File: config.mk
export PLATFORM = sky130hd
export DESIGN_NAME = mips32_mem_arbiter_flat
export DESIGN_NICKNAME = d
export VERILOG_FILES = /design/src/rtl/mips32_mem_arbiter_if.sv /design/src/rtl/mips32_mem_arbiter.sv /design/src/flat_wrapper.sv
export SDC_FILE = /design/constraint.sdc
export NUM_CORES = 1
export LEC_CHECK = 0
export ABC_AREA = 1
export CORE_AREA = 2 2 110 112
export CTS_BUF_LIST = sky130_fd_sc_hd__clkbuf_8
export DETAILED_ROUTE_END_ITERATION = 16
export DIE_AREA = 0 0 112 114
export PLACE_DENSITY_LB_ADDON = 0.3
export SLEW_MARGIN = 20
export SYNTH_ARGS = -nofsm -noshare
export SYNTH_HDL_FRONTEND = slang
export SYNTH_SLANG_ARGS = --single-unit
File: constraint.sdc
create_clock -name clk1 -period 2 [get_ports clk1]
set_clock_uncertainty 0.1 [all_clocks]
set_input_delay 0.4 -clock clk1 [delete_from_list [all_inputs] [get_ports clk1]]
set_output_delay 0.4 -clock clk1 [all_outputs]
set_load 0.02 [all_outputs]
File: src/rtl/mips32_mem_arbiter_if.sv
// Requester and memory-side bus for the unified-memory arbiter.
// slave: arbiter view, master: requester/memory view.
interface mips32_mem_arbiter_if #(
    parameter int DW = 32,
    parameter int AW = 10
);
    logic          if_req;
    logic [AW-1:0] if_addr;
    logic          if_gnt;
    logic          if_rvalid;
    logic [DW-1:0] if_rdata;

    logic          dm_req;
    logic          dm_we;
    logic [AW-1:0] dm_addr;
    logic [DW-1:0] dm_wdata;
    logic          dm_gnt;
    logic          dm_rvalid;
    logic [DW-1:0] dm_rdata;

    logic          dbg_req;
    logic          dbg_we;
    logic          dbg_lock;
    logic [AW-1:0] dbg_addr;
    logic [DW-1:0] dbg_wdata;
    logic          dbg_gnt;
    logic          dbg_rvalid;
    logic [DW-1:0] dbg_rdata;

    logic          mem_en;
    logic          mem_we;
    logic [AW-1:0] mem_addr;
    logic [DW-1:0] mem_wdata;
    logic [DW-1:0] mem_rdata;

    modport slave (
        input  if_req, if_addr,
        output if_gnt, if_rvalid, if_rdata,
        input  dm_req, dm_we, dm_addr, dm_wdata,
        output dm_gnt, dm_rvalid, dm_rdata,
        input  dbg_req, dbg_we, dbg_lock, dbg_addr, dbg_wdata,
        output dbg_gnt, dbg_rvalid, dbg_rdata,
        output mem_en, mem_we, mem_addr, mem_wdata,
        input  mem_rdata
    );

    modport master (
        output if_req, if_addr,
        input  if_gnt, if_rvalid, if_rdata,
        output dm_req, dm_we, dm_addr, dm_wdata,
        input  dm_gnt, dm_rvalid, dm_rdata,
        output dbg_req, dbg_we, dbg_lock, dbg_addr, dbg_wdata,
        input  dbg_gnt, dbg_rvalid, dbg_rdata,
        input  mem_en, mem_we, mem_addr, mem_wdata,
        output mem_rdata
    );
endinterface

File: src/rtl/mips32_mem_arbiter.sv
// Single-port memory arbiter for fetch, data-memory and debug requesters,
// with registered memory command, 2-cycle read return, debug lock and fetch starvation guard.
module mips32_mem_arbiter #(
    parameter int DW           = 32,
    parameter int AW           = 10,
    parameter int STARVE_LIMIT = 4
) (
    input  logic                clk1,
    input  logic                rst,
    input  logic                halted,
    mips32_mem_arbiter_if.slave bus,
    output logic                fetch_stall
);
    localparam int SW = ($clog2(STARVE_LIMIT + 1) > 3) ? $clog2(STARVE_LIMIT + 1) : 3;

    typedef enum logic [1:0] {
        OWN_IF  = 2'd0,
        OWN_DM  = 2'd1,
        OWN_DBG = 2'd2
    } owner_t;

    logic          if_gnt_c, dm_gnt_c, dbg_gnt_c, any_gnt;
    logic          if_act, boost;
    logic          lock_q;
    logic [SW-1:0] starve_cnt;

    logic          win_we;
    logic [AW-1:0] win_addr;
    logic [DW-1:0] win_wdata;
    owner_t        win_owner;

    logic          mem_en_q, mem_we_q;
    logic [AW-1:0] mem_addr_q;
    logic [DW-1:0] mem_wdata_q;

    logic          tag1_valid, tag1_read, tag2_valid, tag2_read;
    owner_t        tag1_owner, tag2_owner;

    assign if_act  = bus.if_req & ~halted;
    assign boost   = (starve_cnt >= SW'(STARVE_LIMIT));
    assign any_gnt = if_gnt_c | dm_gnt_c | dbg_gnt_c;

    // The held lock is the registered flag, so the cycle in which dbg drops its
    // request still excludes the other requesters; the lock releases at that edge.
    always_comb begin
        if_gnt_c  = 1'b0;
        dm_gnt_c  = 1'b0;
        dbg_gnt_c = 1'b0;
        if (!rst) begin
            if (lock_q || bus.dbg_req) dbg_gnt_c = bus.dbg_req;
            else if (boost && if_act)  if_gnt_c  = 1'b1;
            else if (bus.dm_req)       dm_gnt_c  = 1'b1;
            else if (if_act)           if_gnt_c  = 1'b1;
        end
    end

    always_comb begin
        win_we    = 1'b0;
        win_addr  = bus.if_addr;
        win_wdata = mem_wdata_q;
        win_owner = OWN_IF;
        if (dbg_gnt_c) begin
            win_we    = bus.dbg_we;
            win_addr  = bus.dbg_addr;
            win_wdata = bus.dbg_wdata;
            win_owner = OWN_DBG;
        end else if (dm_gnt_c) begin
            win_we    = bus.dm_we;
            win_addr  = bus.dm_addr;
            win_wdata = bus.dm_wdata;
            win_owner = OWN_DM;
        end
    end

    // Memory command and owner tag advance together so each read return is
    // routed to whoever was granted two cycles earlier.
    always_ff @(posedge clk1) begin
        if (rst) begin
            mem_en_q    <= 1'b0;
            mem_we_q    <= 1'b0;
            mem_addr_q  <= '0;
            mem_wdata_q <= '0;
            tag1_valid  <= 1'b0;
            tag1_read   <= 1'b0;
            tag1_owner  <= OWN_IF;
            tag2_valid  <= 1'b0;
            tag2_read   <= 1'b0;
            tag2_owner  <= OWN_IF;
            lock_q      <= 1'b0;
            starve_cnt  <= '0;
        end else begin
            mem_en_q <= any_gnt;
            mem_we_q <= any_gnt & win_we;
            if (any_gnt) begin
                mem_addr_q  <= win_addr;
                mem_wdata_q <= win_wdata;
            end
            tag1_valid <= any_gnt;
            tag1_read  <= ~win_we;
            tag1_owner <= win_owner;
            tag2_valid <= tag1_valid;
            tag2_read  <= tag1_read;
            tag2_owner <= tag1_owner;

            if (!bus.dbg_req)   lock_q <= 1'b0;
            else if (dbg_gnt_c) lock_q <= bus.dbg_lock;

            if (!bus.if_req || halted || if_gnt_c) starve_cnt <= '0;
            else if (starve_cnt != '1)             starve_cnt <= starve_cnt + 1'b1;
        end
    end

    assign bus.if_gnt    = if_gnt_c;
    assign bus.dm_gnt    = dm_gnt_c;
    assign bus.dbg_gnt   = dbg_gnt_c;
    assign fetch_stall   = if_act & ~if_gnt_c;

    assign bus.mem_en    = mem_en_q;
    assign bus.mem_we    = mem_we_q;
    assign bus.mem_addr  = mem_addr_q;
    assign bus.mem_wdata = mem_wdata_q;

    assign bus.if_rvalid  = tag2_valid & tag2_read & (tag2_owner == OWN_IF);
    assign bus.dm_rvalid  = tag2_valid & tag2_read & (tag2_owner == OWN_DM);
    assign bus.dbg_rvalid = tag2_valid & tag2_read & (tag2_owner == OWN_DBG);
    assign bus.if_rdata   = bus.if_rvalid  ? bus.mem_rdata : '0;
    assign bus.dm_rdata   = bus.dm_rvalid  ? bus.mem_rdata : '0;
    assign bus.dbg_rdata  = bus.dbg_rvalid ? bus.mem_rdata : '0;
endmodule
File: src/flat_wrapper.sv
// flat-port wrapper written by rule: the top's interface ports become plain ports
module mips32_mem_arbiter_flat 
#(
    parameter int DW           = 32,
    parameter int AW           = 10,
    parameter int STARVE_LIMIT = 4
)
  (clk1, rst, halted, fetch_stall, bus_if_req, bus_if_addr, bus_if_gnt, bus_if_rvalid, bus_if_rdata, bus_dm_req, bus_dm_we, bus_dm_addr, bus_dm_wdata, bus_dm_gnt, bus_dm_rvalid, bus_dm_rdata, bus_dbg_req, bus_dbg_we, bus_dbg_lock, bus_dbg_addr, bus_dbg_wdata, bus_dbg_gnt, bus_dbg_rvalid, bus_dbg_rdata, bus_mem_en, bus_mem_we, bus_mem_addr, bus_mem_wdata, bus_mem_rdata);
  mips32_mem_arbiter_if #(.DW(DW), .AW(AW)) bus_i ();
  input  logic clk1;
  input  logic rst;
  input  logic halted;
  output logic fetch_stall;
  input wire logic [$bits(bus_i.if_req)-1:0] bus_if_req;
  input wire logic [$bits(bus_i.if_addr)-1:0] bus_if_addr;
  output wire logic [$bits(bus_i.if_gnt)-1:0] bus_if_gnt;
  output wire logic [$bits(bus_i.if_rvalid)-1:0] bus_if_rvalid;
  output wire logic [$bits(bus_i.if_rdata)-1:0] bus_if_rdata;
  input wire logic [$bits(bus_i.dm_req)-1:0] bus_dm_req;
  input wire logic [$bits(bus_i.dm_we)-1:0] bus_dm_we;
  input wire logic [$bits(bus_i.dm_addr)-1:0] bus_dm_addr;
  input wire logic [$bits(bus_i.dm_wdata)-1:0] bus_dm_wdata;
  output wire logic [$bits(bus_i.dm_gnt)-1:0] bus_dm_gnt;
  output wire logic [$bits(bus_i.dm_rvalid)-1:0] bus_dm_rvalid;
  output wire logic [$bits(bus_i.dm_rdata)-1:0] bus_dm_rdata;
  input wire logic [$bits(bus_i.dbg_req)-1:0] bus_dbg_req;
  input wire logic [$bits(bus_i.dbg_we)-1:0] bus_dbg_we;
  input wire logic [$bits(bus_i.dbg_lock)-1:0] bus_dbg_lock;
  input wire logic [$bits(bus_i.dbg_addr)-1:0] bus_dbg_addr;
  input wire logic [$bits(bus_i.dbg_wdata)-1:0] bus_dbg_wdata;
  output wire logic [$bits(bus_i.dbg_gnt)-1:0] bus_dbg_gnt;
  output wire logic [$bits(bus_i.dbg_rvalid)-1:0] bus_dbg_rvalid;
  output wire logic [$bits(bus_i.dbg_rdata)-1:0] bus_dbg_rdata;
  output wire logic [$bits(bus_i.mem_en)-1:0] bus_mem_en;
  output wire logic [$bits(bus_i.mem_we)-1:0] bus_mem_we;
  output wire logic [$bits(bus_i.mem_addr)-1:0] bus_mem_addr;
  output wire logic [$bits(bus_i.mem_wdata)-1:0] bus_mem_wdata;
  input wire logic [$bits(bus_i.mem_rdata)-1:0] bus_mem_rdata;
  assign bus_i.if_req = bus_if_req;
  assign bus_i.if_addr = bus_if_addr;
  assign bus_if_gnt = bus_i.if_gnt;
  assign bus_if_rvalid = bus_i.if_rvalid;
  assign bus_if_rdata = bus_i.if_rdata;
  assign bus_i.dm_req = bus_dm_req;
  assign bus_i.dm_we = bus_dm_we;
  assign bus_i.dm_addr = bus_dm_addr;
  assign bus_i.dm_wdata = bus_dm_wdata;
  assign bus_dm_gnt = bus_i.dm_gnt;
  assign bus_dm_rvalid = bus_i.dm_rvalid;
  assign bus_dm_rdata = bus_i.dm_rdata;
  assign bus_i.dbg_req = bus_dbg_req;
  assign bus_i.dbg_we = bus_dbg_we;
  assign bus_i.dbg_lock = bus_dbg_lock;
  assign bus_i.dbg_addr = bus_dbg_addr;
  assign bus_i.dbg_wdata = bus_dbg_wdata;
  assign bus_dbg_gnt = bus_i.dbg_gnt;
  assign bus_dbg_rvalid = bus_i.dbg_rvalid;
  assign bus_dbg_rdata = bus_i.dbg_rdata;
  assign bus_mem_en = bus_i.mem_en;
  assign bus_mem_we = bus_i.mem_we;
  assign bus_mem_addr = bus_i.mem_addr;
  assign bus_mem_wdata = bus_i.mem_wdata;
  assign bus_i.mem_rdata = bus_mem_rdata;
  mips32_mem_arbiter #(.DW(DW), .AW(AW), .STARVE_LIMIT(STARVE_LIMIT)) u_core (.clk1(clk1), .rst(rst), .halted(halted), .bus(bus_i), .fetch_stall(fetch_stall));
endmodule
==> flow_summary.json <==
{
  "leakage_nw": 3.38,
  "root_buffer": "clkbuf_8",
  "dpl_cell_area_mm2": 0.00659,
  "initial_core_util_pct": 29.4,
  "syn_nets": 721,
  "power.density_mw_per_mm2": 452,
  "worstPathRequired_ps": 1500,
  "hold_class": "reg2reg",
  "drive_gt1_share_pct": 21.8,
  "use_met1_pct": 23.3,
  "gr-total-overflow": 0,
  "place_congestion": 0.792,
  "grt_pass1_wl_um": 20900,
  "combPwrFrac_pct": 34.5,
  "status": "completed",
  "yosys_warnings": 0,
  "power_w": 0.00284,
  "portBuffers": 281,
  "num_rows": 40,
  "fill_cells": 1211,
  "grt-busiest-layer": "met2",
  "fmax_ghz": 0.506,
  "crit_arrival_ps": 1470,
  "tns_ps": 0,
  "drtIter0Drc": 186,
  "nets": 1016,
  "grt_max_degree": 27,
  "cts.sinks": 55,
  "relSlewSlack_pct": 79.9,
  "hold_viol_final": 0,
  "finalInstanceArea_mm2": 0.00629,
  "clkSlewWorstSetupHoldPaths_ps": 90,
  "ir_drop_v": 0.000311,
  "clock_path_buffers": 2,
  "fp.dieH_um": 114,
  "startpoint_type": "flip-flop",
  "critPathKind": "reg2out",
  "grt_pass1_vias": 3924,
  "multi_input_area_mm2": 0.00182,
  "die_w_um": 112,
  "regArea_mm2": 0.00110,
  "min_period_ps": 1970,
  "cp-startpoint": "u_core.tag2_valid$_SDFF_PP0_",
  "area_growth_pct": 82.9,
  "crit_path_end": "bus_dm_rdata[15]",
  "power.share.sequential_pct": 43.0,
  "drt-wirelength-per-cell_um": 13.2,
  "holdBufCountCts": 0,
  "postRouteWirelength_um": 13600,
  "synthesis.area_mm2": 0.00344,
  "rr_endpoint": "u_core.bus.mem_addr[7]$_SDFFE_PP0P_",
  "cts_buffers": 5,
  "grt_usage_pct": 20.3,
  "reg2reg_from": "u_core.starve_cnt[2]$_SDFFE_PP0P_",
  "worstPathMaxFanout": 22,
  "clkPwrFrac_pct": 22.5,
  "via_per_inst": 4.25,
  "htree_levels": 2,
  "rsz0062_at_grt": "true",
  "met3_usage_pct": 5.74,
  "worst_slew_pin_slew_ps": 300,
  "num_vias": 4369,
  "holdPathStages": 2,
  "coreArea_mm2": 0.0117,
  "finalCritPeriodShare_pct": 98.7,
  "grt_use_met2_pct": 37.2,
  "p_int_w": 0.00198,
  "die_area_mm2": 0.0128,
  "reg2reg_setup_slack_ps": 350,
  "num_io_pins": 282,
  "setup_violations": 0,
  "ant_nets": 0,
  "drt-pass1-iter-count": 5,
  "dpl.hpwl_um": 11000,
  "clk_latency_ps": 300,
  "worstSetupEndpointType": "output pin",
  "cts_tree": "yes",
  "hold_ws_ps": 302,
  "maxCapViolations": 0,
  "drc_errors": 0,
  "syn_inst": 583,
  "slew_viol_final": 0,
  "avgSynthCellArea_um2": 5.90,
  "yosysUniqueCellTypes": 24,
  "switching_share_pct": 30.4,
  "r2r_cells": 6,
  "power_switching_w": 0.000865,
  "yosysSeqAreaShare_pct": 32.0,
  "ys_seq_elements": 55,
  "antenna_found_initial": 3
}
-- per-layer routing --
layer  part of all wire (%)  wire, µm  vias up
li1                       -         -     2310
met1                     40      5460     1873
met3                    7.9      1080       14
met5                      0         0        -
met4                    2.0       278        0
met2                     50      6780      172
-- sequential cells by signal, summed over array words and instances (netlist names) --
signal,flops
u_core.bus.mem_addr,10
u_core.bus.mem_en,1
u_core.bus.mem_wdata,32
u_core.bus.mem_we,1
u_core.lock_q,1
u_core.starve_cnt,3
u_core.tag1_owner,2
u_core.tag1_read,1
u_core.tag2_owner,2
u_core.tag2_read,1
u_core.tag2_valid,1
-- through the flow --
| stage | cells | setup slack [ps] | util (%) |
|---|---|---|---|
| 3_3_place_gp | 1016 | -404 | 56.2 |
| 6_report | 1029 | 25.4 | 53.7 |
| 5_1_grt | 1029 | -77.2 | 53.7 |
| 3_5_place_dp | 1016 | -452 | 56.2 |
| 2_1_floorplan | 583 | 95.2 | - |
| 4_1_cts | 1024 | 1.23 | 54.4 |
-- kinds of logic (layout without fill, tap and decap cells) --
kind of cell             count (synthesis)  after routing  share of synthesized area [%]
AND/OR/NAND/NOR                        371            371                           44.4
buffers and inverters                  108            404                           15.9
flip-flops                              55             55                           32.0
AO/OA/AOI/OAI                           46             46                           6.69
adder cells (fa/ha/maj)                  3              3                           1.09
other                                    0              3                              0
-- worst min path at each step --
stage	startpoint	endpoint	slack, ps
after floorplan	u_core.tag1_owner[0]$_SDFF_PP0_	u_core.tag2_owner[0]$_SDFF_PP0_	290
after global placement	u_core.tag1_read$_SDFF_PP0_	u_core.tag2_read$_SDFF_PP0_	290
after detailed placement	u_core.tag1_read$_SDFF_PP0_	u_core.tag2_read$_SDFF_PP0_	300
after CTS	u_core.tag1_owner[1]$_SDFF_PP0_	u_core.tag2_owner[1]$_SDFF_PP0_	300
after global routing	u_core.tag1_owner[1]$_SDFF_PP0_	u_core.tag2_owner[1]$_SDFF_PP0_	320
final	u_core.tag1_owner[1]$_SDFF_PP0_	u_core.tag2_owner[1]$_SDFF_PP0_	300
-- Yosys cell counts (all sizes together) --
cell type / n / area share [%]
nor2: 203 / 23
nand2: 152 / 19
inv: 75 / 8.8
dfxtp: 55 / 32
o21ai: 42 / 6.1
buf: 19 / 5.6
clkbuf: 14 / 1.5
nand3: 13 / 2.6
a21oi: 4 / 0.58
ha: 3 / 1.1
nor3: 2 / 0.29
nand4: 1 / 0.18
-- cells in the final DEF (no fill, tap or decap), drive strengths merged, types with 3 or more instances in the layout --
master / instances
nor2: 203
clkdlybuf4s50: 175
nand2: 152
buf: 130
inv: 76
dfxtp: 55
o21ai: 42
clkbuf: 14
nand3: 13
a21oi: 4
clkdlybuf4s15: 4
diode: 3
ha: 3
-- final cells by class --
cell class              count  area share [%]
diodes                      3           0.119
clock buffers               6            1.31
clock inverters             2           0.199
inverters                  75            4.79
multi-input cells         420            28.9
flip-flops and latches     55            17.5
well taps                 147            2.92
repair buffers            321            44.2
-- repair_timing --
item | in CTS | in global routing
setup endpoints to repair | 103 | 99
gates resized for setup | 359 | 63
setup buffers | 0 | 2
pin swaps | 1 | 3
-- power groups by stage --
stage	logic [W]	registers [W]	clock network [W]
after global placement	0.000994	0.00124	0
final	0.000982	0.00122	0.000640
after global routing	0.00107	0.00123	0.000713
after floorplan	0.000355	0.00134	0
after CTS	0.000990	0.00122	0.000660
after detailed placement	0.000995	0.00124	0
-- critical path, stage by stage, from the launching register on --
cell,delay [ps]
dfxtp_1,360
nand2_2,80
nor3_2,230
inv_2,80
buf_12,160
nor2_1,100
buf_2,170
Note: power is estimated with default switching activity, not from simulation.
